[src/rtl/vmx_pkg.sv]
// Shared definitions for the vmx stream arbiter: FSM state encoding and default widths.
package vmx_pkg;

    localparam int C_DEFAULT_TDATA_WIDTH = 32;

    // State encoding doubles as the one-hot owner pattern driven on GRANT.
    typedef enum logic [1:0] {
        S_IDLE   = 2'b00,
        S_GRANT0 = 2'b01,
        S_GRANT1 = 2'b10
    } state_t;

    function automatic logic [1:0] grant_of(input state_t state);
        logic [1:0] grant;
        grant = 2'b00;
        case (state)
            S_GRANT0: grant = 2'b01;
            S_GRANT1: grant = 2'b10;
            default:  grant = 2'b00;
        endcase
        return grant;
    endfunction

endpackage

[src/rtl/vmx_strb_mask.sv]
// Zeroes every data byte whose strobe bit is clear.
module vmx_strb_mask
    import vmx_pkg::*;
#(
    parameter int DATA_WIDTH = C_DEFAULT_TDATA_WIDTH
)(
    input  logic [DATA_WIDTH-1:0]   i_tdata,
    input  logic [DATA_WIDTH/8-1:0] i_tstrb,
    output logic [DATA_WIDTH-1:0]   o_tdata
);

    for (genvar i = 0; i < DATA_WIDTH/8; i++) begin : g_byte
        assign o_tdata[8*i +: 8] = i_tstrb[i] ? i_tdata[8*i +: 8] : 8'h00;
    end

endmodule

[src/rtl/vmx_stream_arbiter.sv]
// Two-requester AXI-Stream packet arbiter feeding a shared FIFO, with
// round-robin tie breaking and per-requester completed-packet counters.
module vmx_stream_arbiter
    import vmx_pkg::*;
#(
    parameter int C_S_AXIS_TDATA_WIDTH = C_DEFAULT_TDATA_WIDTH,
    parameter int C_PKT_CNT_WIDTH      = 16
)(
    input  logic                              S_AXIS_ACLK,
    input  logic                              S_AXIS_ARESETN,
    input  logic [C_S_AXIS_TDATA_WIDTH-1:0]   S0_AXIS_TDATA,
    input  logic [C_S_AXIS_TDATA_WIDTH/8-1:0] S0_AXIS_TSTRB,
    input  logic                              S0_AXIS_TLAST,
    input  logic                              S0_AXIS_TVALID,
    output logic                              S0_AXIS_TREADY,
    input  logic [C_S_AXIS_TDATA_WIDTH-1:0]   S1_AXIS_TDATA,
    input  logic [C_S_AXIS_TDATA_WIDTH/8-1:0] S1_AXIS_TSTRB,
    input  logic                              S1_AXIS_TLAST,
    input  logic                              S1_AXIS_TVALID,
    output logic                              S1_AXIS_TREADY,
    output logic [C_S_AXIS_TDATA_WIDTH-1:0]   FIFO_DATA,
    output logic                              FIFO_LAST,
    output logic                              FIFO_WREN,
    input  logic                              FIFO_FULL,
    output logic [1:0]                        GRANT,
    output logic [C_PKT_CNT_WIDTH-1:0]        PKT_CNT0,
    output logic [C_PKT_CNT_WIDTH-1:0]        PKT_CNT1
);

    localparam int C_STRB_WIDTH = C_S_AXIS_TDATA_WIDTH / 8;

    state_t                       r_state;
    state_t                       w_next_state;
    logic                         r_last_served;
    logic [1:0]                   r_grant;
    logic [C_PKT_CNT_WIDTH-1:0]   r_pkt_cnt0;
    logic [C_PKT_CNT_WIDTH-1:0]   r_pkt_cnt1;

    logic [C_S_AXIS_TDATA_WIDTH-1:0] w_owner_data;
    logic [C_STRB_WIDTH-1:0]         w_owner_strb;
    logic                            w_owner_last;
    logic                            w_owner_valid;
    logic                            w_owner_ready;
    logic                            w_handshake;
    logic                            w_pkt_done;

    // Owner mux: with no owner every field is zero, so the FIFO side idles at 0.
    always_comb begin
        w_owner_data  = '0;
        w_owner_strb  = '0;
        w_owner_last  = 1'b0;
        w_owner_valid = 1'b0;
        case (r_state)
            S_GRANT0: begin
                w_owner_data  = S0_AXIS_TDATA;
                w_owner_strb  = S0_AXIS_TSTRB;
                w_owner_last  = S0_AXIS_TLAST;
                w_owner_valid = S0_AXIS_TVALID;
            end
            S_GRANT1: begin
                w_owner_data  = S1_AXIS_TDATA;
                w_owner_strb  = S1_AXIS_TSTRB;
                w_owner_last  = S1_AXIS_TLAST;
                w_owner_valid = S1_AXIS_TVALID;
            end
            default: ;
        endcase
    end

    assign S0_AXIS_TREADY = (r_state == S_GRANT0) && !FIFO_FULL;
    assign S1_AXIS_TREADY = (r_state == S_GRANT1) && !FIFO_FULL;
    assign w_owner_ready  = S0_AXIS_TREADY || S1_AXIS_TREADY;
    assign w_handshake    = w_owner_valid && w_owner_ready;
    assign w_pkt_done     = w_handshake && w_owner_last;

    vmx_strb_mask #(
        .DATA_WIDTH (C_S_AXIS_TDATA_WIDTH)
    ) u_strb_mask (
        .i_tdata (w_owner_data),
        .i_tstrb (w_owner_strb),
        .o_tdata (FIFO_DATA)
    );

    assign FIFO_LAST = w_owner_last;
    assign FIFO_WREN = w_handshake;
    assign GRANT     = r_grant;
    assign PKT_CNT0  = r_pkt_cnt0;
    assign PKT_CNT1  = r_pkt_cnt1;

    always_comb begin
        w_next_state = r_state;
        case (r_state)
            S_IDLE: begin
                if (S0_AXIS_TVALID && S1_AXIS_TVALID)
                    w_next_state = r_last_served ? S_GRANT0 : S_GRANT1;
                else if (S0_AXIS_TVALID)
                    w_next_state = S_GRANT0;
                else if (S1_AXIS_TVALID)
                    w_next_state = S_GRANT1;
            end
            S_GRANT0, S_GRANT1: begin
                if (w_pkt_done)
                    w_next_state = S_IDLE;
            end
            default: w_next_state = S_IDLE;
        endcase
    end

    // GRANT is decoded from the next state so it tracks r_state cycle for cycle.
    always_ff @(posedge S_AXIS_ACLK) begin
        if (!S_AXIS_ARESETN) begin
            r_state       <= S_IDLE;
            r_last_served <= 1'b1;
            r_grant       <= 2'b00;
            r_pkt_cnt0    <= '0;
            r_pkt_cnt1    <= '0;
        end else begin
            r_state <= w_next_state;
            r_grant <= grant_of(w_next_state);
            if (w_pkt_done)
                r_last_served <= (r_state == S_GRANT1);
            if (w_pkt_done && (r_state == S_GRANT0))
                r_pkt_cnt0 <= r_pkt_cnt0 + C_PKT_CNT_WIDTH'(1);
            if (w_pkt_done && (r_state == S_GRANT1))
                r_pkt_cnt1 <= r_pkt_cnt1 + C_PKT_CNT_WIDTH'(1);
        end
    end

endmodule

[config.mk]
export PLATFORM = sky130hd
export DESIGN_NAME = vmx_stream_arbiter
export DESIGN_NICKNAME = d
export VERILOG_FILES = /design/src/rtl/vmx_pkg.sv /design/src/rtl/vmx_strb_mask.sv /design/src/rtl/vmx_stream_arbiter.sv
export SDC_FILE = /design/constraint.sdc
export NUM_CORES = 1
export LEC_CHECK = 0
export CELL_PAD_IN_SITES_DETAIL_PLACEMENT = 1
export CELL_PAD_IN_SITES_GLOBAL_PLACEMENT = 1
export CORE_MARGIN = 4
export CORE_UTILIZATION = 24
export CTS_CLUSTER_SIZE = 10
export DETAILED_ROUTE_END_ITERATION = 8
export MAX_ROUTING_LAYER = met4
export PLACE_DENSITY_LB_ADDON = 0.1
export SETUP_SLACK_MARGIN = 0.05
export SLEW_MARGIN = 0
export SYNTH_ARGS = -nofsm -noshare
export SYNTH_HDL_FRONTEND = slang
export SYNTH_SLANG_ARGS = --single-unit
[constraint.sdc]
create_clock -name S_AXIS_ACLK -period 2.6 [get_ports S_AXIS_ACLK]
set_input_delay 0.39 -clock S_AXIS_ACLK [delete_from_list [all_inputs] [get_ports S_AXIS_ACLK]]
set_output_delay 0.39 -clock S_AXIS_ACLK [all_outputs]
set_load 0.1 [all_outputs]
# Word-level counts from Yosys, hierarchy flattened
# Cells that the tools add are included.
[totals]
reg_bits = 37
latch_bits = 0
mem_bits_rw = 0
mem_bits_ro = 0
inputBits = 79
out_inout_bits = 70
word_cells = 37
mem_count = 0
[classes]
add_sub_neg = 2
mul = 0
div = 0
magnitude_cmp = 0
eq_ne = 4
shifts = 0
mux = 15
n_bitwise = 0
reduce_logical = 11
[op_table]
columns = ["cell", "n"]
rows = [
  ["case mux 32 bit (2 select lines)", 1],
  ["adder 16 x 1 -> 16 bit, second input constant", 2],
  ["two-way mux 8 bit", 4],
  ["two-way mux 2 bit", 5],
  ["case mux 2 bit (2 select lines)", 2],
  ["case mux 4 bit (2 select lines)", 1],
  ["logical AND 1 bit", 7],
  ["equality test 2 x 1 -> 1 bit, second input constant", 2],
  ["equality test 2 bit, second input constant", 2],
  ["case mux 1 bit (2 select lines)", 2],
  ["logical NOT 2 bit", 1],
  ["OR reduction 2 bit", 1],
  ["logical NOT 1 bit", 1],
  ["logical OR 1 bit", 1],
]

# Logic depth before layout (Yosys ltp)
[depth]
ltp_word = 9
mapped_depth = 8
depth_no_buf = 6

# Cells and area by module
# Synthesis repeated with hierarchy kept, for this count alone.
[unflattened]
hier_cells = 333
area_unflattened_um2 = 2566.2
[by_module_without_submodules]
columns = ["module", "n_inst", "cells_per_inst", "area_per_inst_um2", "seq_area_each_um2"]
rows = [
  ["vmx_stream_arbiter", 1, 301, 2366.0, 740.7],
  ["vmx_strb_mask", 1, 32, 200.2, 0.0],
]

# Worst setup path before layout
# Ideal clock, no wire load.
[synth_timing]
path_type = "reg-to-output"
start = "register r_state[1]"
end = "output S0_AXIS_TREADY"
arrival_ns = 2.639
required_time_ns = 2.210
slack_ns = -0.429
stages_incl_launch_ff = 7
path_buffers = 3
cell_sequence = "dfxtp_1 -> inv_1 -> ha_1 -> buf_4 -> clkbuf_1 -> clkbuf_1 -> nor2b_1"
[synth_via]
elab_chain_len = 2
[synth_lines]
columns = ["item", "line_no", "source"]
rows = [
  ["start, declared", "vmx_stream_arbiter.sv:32", "state_t r_state;"],
  ["start signal, assigned", "vmx_stream_arbiter.sv:118", "r_state <= w_next_state;"],
  ["equality test 2 x 1 -> 1 bit", "vmx_stream_arbiter.sv:70", "assign S0_AXIS_TREADY = (r_state == S_GRANT0) && !FIFO_FULL;"],
  ["logical AND 1 bit", "vmx_stream_arbiter.sv:70", ""],
  ["end, declared", "vmx_stream_arbiter.sv:15", "output logic S0_AXIS_TREADY,"],
]
# Every way passes these cells.

# Worst setup path in the final report
[layout_timing]
start = "register r_state[0]"
end = "output FIFO_DATA[9]"
[layout_via]
elab_chain_len = 3
word_cells_on_any_way = 5
cone_classes = "2 x eq/ne; 3 x mux"
[layout_lines]
columns = ["item", "line_no", "source"]
rows = [
  ["equality test 2 bit or equality test 2 x 1 -> 1 bit (tied branches)", "vmx_stream_arbiter.sv:53", "case (r_state)"],
  ["case mux 32 bit (2 select lines) or case mux 4 bit (2 select lines) (tied branches)", "vmx_stream_arbiter.sv:53", ""],
  ["two-way mux 8 bit (*)", "vmx_strb_mask.sv:13", "assign o_tdata[8*i +: 8] = i_tstrb[i] ? i_tdata[8*i +: 8] : 8'h00;"],
  ["end, declared", "vmx_stream_arbiter.sv:21", "output logic [C_S_AXIS_TDATA_WIDTH-1:0] FIFO_DATA,"],
]
# Mark *: on every way between the ends. The rest lies on a longest branch, timed or not.

==> summary.md <==
| Metric | Value |
|---|---|
| Synth top area share | 0.324 |
| Area growth, synth to finish | 98.9% |
| PwrDens | 354 nW/µm² |
| Gr ovfl total | 0 |
| DP HPWL | between 8000 and 9000 µm |
| Post-CTS setup buffers | 0 |
| Max-slew violation count | 0 |
| Slew headroom | 0.691 |
| Critical Path Fanout Max | 8 |
| Placer's final routability congestion estimate | 0.776 |
| Mapped Area | roughly 2300 µm² |
| Number of distinct library cells after synthesis | 36 |
| Core area | 9240 µm² |
| Share of cells above drive strength 1 | 0.298 |
| Count leader, synth | nor2_1 |
| Num CTS Buffers | 5 |
| # diodes | 0 |
| CTS root buf | clkbuf_8 |
| Fillers | slightly above 1000 |
| Top Ports | roughly 150 |
| First-pass GRT wire length | ~16000 µm |
| Vias | 2934 |
| Critical path endpoint category | output port |
| Power Total | 1610 µW |
| Full die area | 11200 µm² |
| Rows | 35 |
| Sequential share of the synthesized area | 0.324 |
| Req. time, crit path | approximately 2.2 ns |
| Min-Delay Path Depth | 2 |
| Status | finished, final reports clean |
| Synth Register Bits | 37 |
| Min Tclk post-route | about 2.4 ns |
| Clock skew | 0.00932 ns |
| FF-to-FF path depth | 7 |
| Syn_area_per_cell | around 7.7 µm² |
| Vias in the first global route | 2815 |
| Initial antenna violation count | 0 |
| Worst EP arrival | 2.02 ns |
| TritonRoute pass-1 iters | 4 |
| Final count of hold timing violations | 0 |
| Final ANT Viol Nets | 0 |
| CTS Buffer Depth | 2 |
| Asr flop ratio synth | 0 |
| CTS Hold Bufs | 0 |
| Actual slew at the worst max-slew pin | around 0.46 ns |
| Fmax | between 400 and 500 MHz |
| H-tree depth | 2 |
| Starting density of the core | 0.247 |
| Leakage power total | 0.00154 µW |
| Mapped Cells | 296 |
| Nets | 533 |
| Tcrit/Tclk final | 0.926 |
| RSZ-0062 raised after global routing | no |
| DRC errors left | 0 |
| WL final | 10300 µm |
| Pin count of the biggest net entering global routing | 39 |
| Area contributors post-synth | dfxtp_1 32%, a22oi_1 11%, nor2_1 6.9% |
| Setup violators final | 0 |
| WL/cell | approximately 18 µm |
| Die height | 106 µm |
| WHS | 0.478 ns |
| Placed Cells incl. Taps | 569 |
| Setup WS pre-CTS | 0.0625 ns |
| Yosys top cell by area | dfxtp_1 |
| Clock sink total | 37 |
| List of most frequent post-synthesis cells | 42 x nor2_1, 37 x dfxtp_1, 33 x a22oi_1, 23 x a21oi_1, 19 x nand2_1 |
| Number of port buffers | 148 |
| Min-Delay Path Class | reg2reg |
| Max_cap viols | 0 |
| CP Class | reg2out |
| Routed vias/inst | 5.08 |
| Number of synthesized flops with an enable pin | 0 |
| Gr usage total | 0.180 |
| Iter 0 DRT Violations | approximately 120 |
| Main synth FF type | dfxtp_1 |
| Chip width | approximately 110 µm |
| Maximum vdd drop | about 0.25 mV |
| YS warnings | 0 |
| Final worst slack | 0.192 ns |
| Synth Net Count | 381 |
| Clock-pin slew on the worst setup and hold paths | 0.08 ns |
| Clk_lat worst skew | 0.29 ns |
| Layout Cells excl Fill | ~580 |
| Crit start category | flop |
| CTS tree | built |
==> layout make-up <==
cell class	count	area (µm²)	share of cell area
Multi-Input combinational cell	236	1640	0.360
Tap cell	129	161	0.0355
Timing Repair Buffer	162	1890	0.416
Inverter	6	22.5	0.00495
Clock buffer	5	68.8	0.0151
Clock inverter	3	21.3	0.00468
Sequential cell	37	742	0.163
==> layer usage <==
layer  part of all wire  vias to the layer above  global-route usage
met5                  0                        -                   -
met2               0.50                       83               0.298
met4              0.024                        0              0.0555
met3              0.043                       14              0.0380
met1               0.43                     1415               0.220
li1                   -                     1422                   -
==> sequential cells by signal, summed over array words and instances, names as in the netlist <==
name           count
GRANT              2
r_state            2
PKT_CNT0          16
PKT_CNT1          16
r_last_served      1
==> worst paths after layout <==
kind,from,to,slack (ns)
hold / removal,r_last_served,r_last_served,0.48
setup / recovery,r_state[0],FIFO_DATA[9],0.19
hold reg to reg,r_last_served,r_last_served,0.48
setup reg to reg,r_state[1],PKT_CNT1[10],0.23
==> through the flow <==
stage	utilization	cell area, µm²	setup TNS, ns
3_3_place_gp	0.475	4390	0
3_5_place_dp	0.475	4390	0
4_1_cts	0.485	4480	0
5_1_grt	0.492	4550	0
2_1_floorplan	-	2440	-4.19
6_report	0.492	4550	0
==> critical path: stages (launching register included) <==
cell     delay [ns]
dfxtp_2        0.36
inv_1          0.10
ha_2           0.29
buf_4          0.20
a22o_1         0.15
nand2_2        0.17
nor2_1         0.25
buf_12         0.21
==> placed cells by master (no fill, tap or decap), drive strengths merged <==
| cell | synthesis | routed |
|---|---|---|
| a21boi | 1 | 1 |
| a21oi | 23 | 23 |
| a22o | 6 | 6 |
| a22oi | 34 | 34 |
| a31oi | 2 | 2 |
| a32o | 1 | 1 |
| and2 | 2 | 2 |
| and4 | 5 | 5 |
| and4b | 1 | 1 |
| buf | 5 | 83 |
| clkbuf | 12 | 6 |
| clkdlybuf4s50 | 0 | 78 |
| clkinv | 0 | 1 |
| clkinvlp | 0 | 1 |
| dfxtp | 37 | 37 |
| ha | 6 | 6 |
| inv | 6 | 7 |
| nand2 | 19 | 19 |
| nand2b | 2 | 2 |
| nand3 | 12 | 12 |
| nand4 | 13 | 13 |
| nor2 | 42 | 42 |
| nor2b | 4 | 4 |
| nor3b | 2 | 2 |
| nor4 | 3 | 3 |
| o21ai | 17 | 17 |
| o21bai | 1 | 1 |
| o31ai | 8 | 8 |
| or3 | 14 | 14 |
| or4 | 10 | 10 |
| or4b | 1 | 1 |
| xnor2 | 4 | 4 |
| xor2 | 3 | 3 |
==> power breakdown <==
part           internal (µW)  total [µW]  leakage [µW]  switching [µW]
clock                    191         427     0.0000445             236
sequential               574         582      0.000299            7.34
combinational            263         601       0.00119             338
total                   1030        1610       0.00154             581
==> cell families (layout without fill, tap and decap cells) <==
| logic type | Yosys count | after routing | share of synthesized area |
|---|---|---|---|
| buffers and inverters | 23 | 176 | 0.0449 |
| adder cells (fa/ha/maj) | 6 | 6 | 0.0328 |
| AO/OA/AOI/OAI | 93 | 93 | 0.271 |
| XOR/XNOR | 7 | 7 | 0.0268 |
| flip-flops | 37 | 37 | 0.324 |
| AND/OR/NAND/NOR | 130 | 130 | 0.300 |
==> timing repair <==
| item | in CTS | in global routing |
|---|---|---|
| resized for setup | 2 | 13 |
| gates cloned | 0 | 1 |
| setup endpoints to repair | 16 | 25 |
Power figures use the tool's default switching activity.
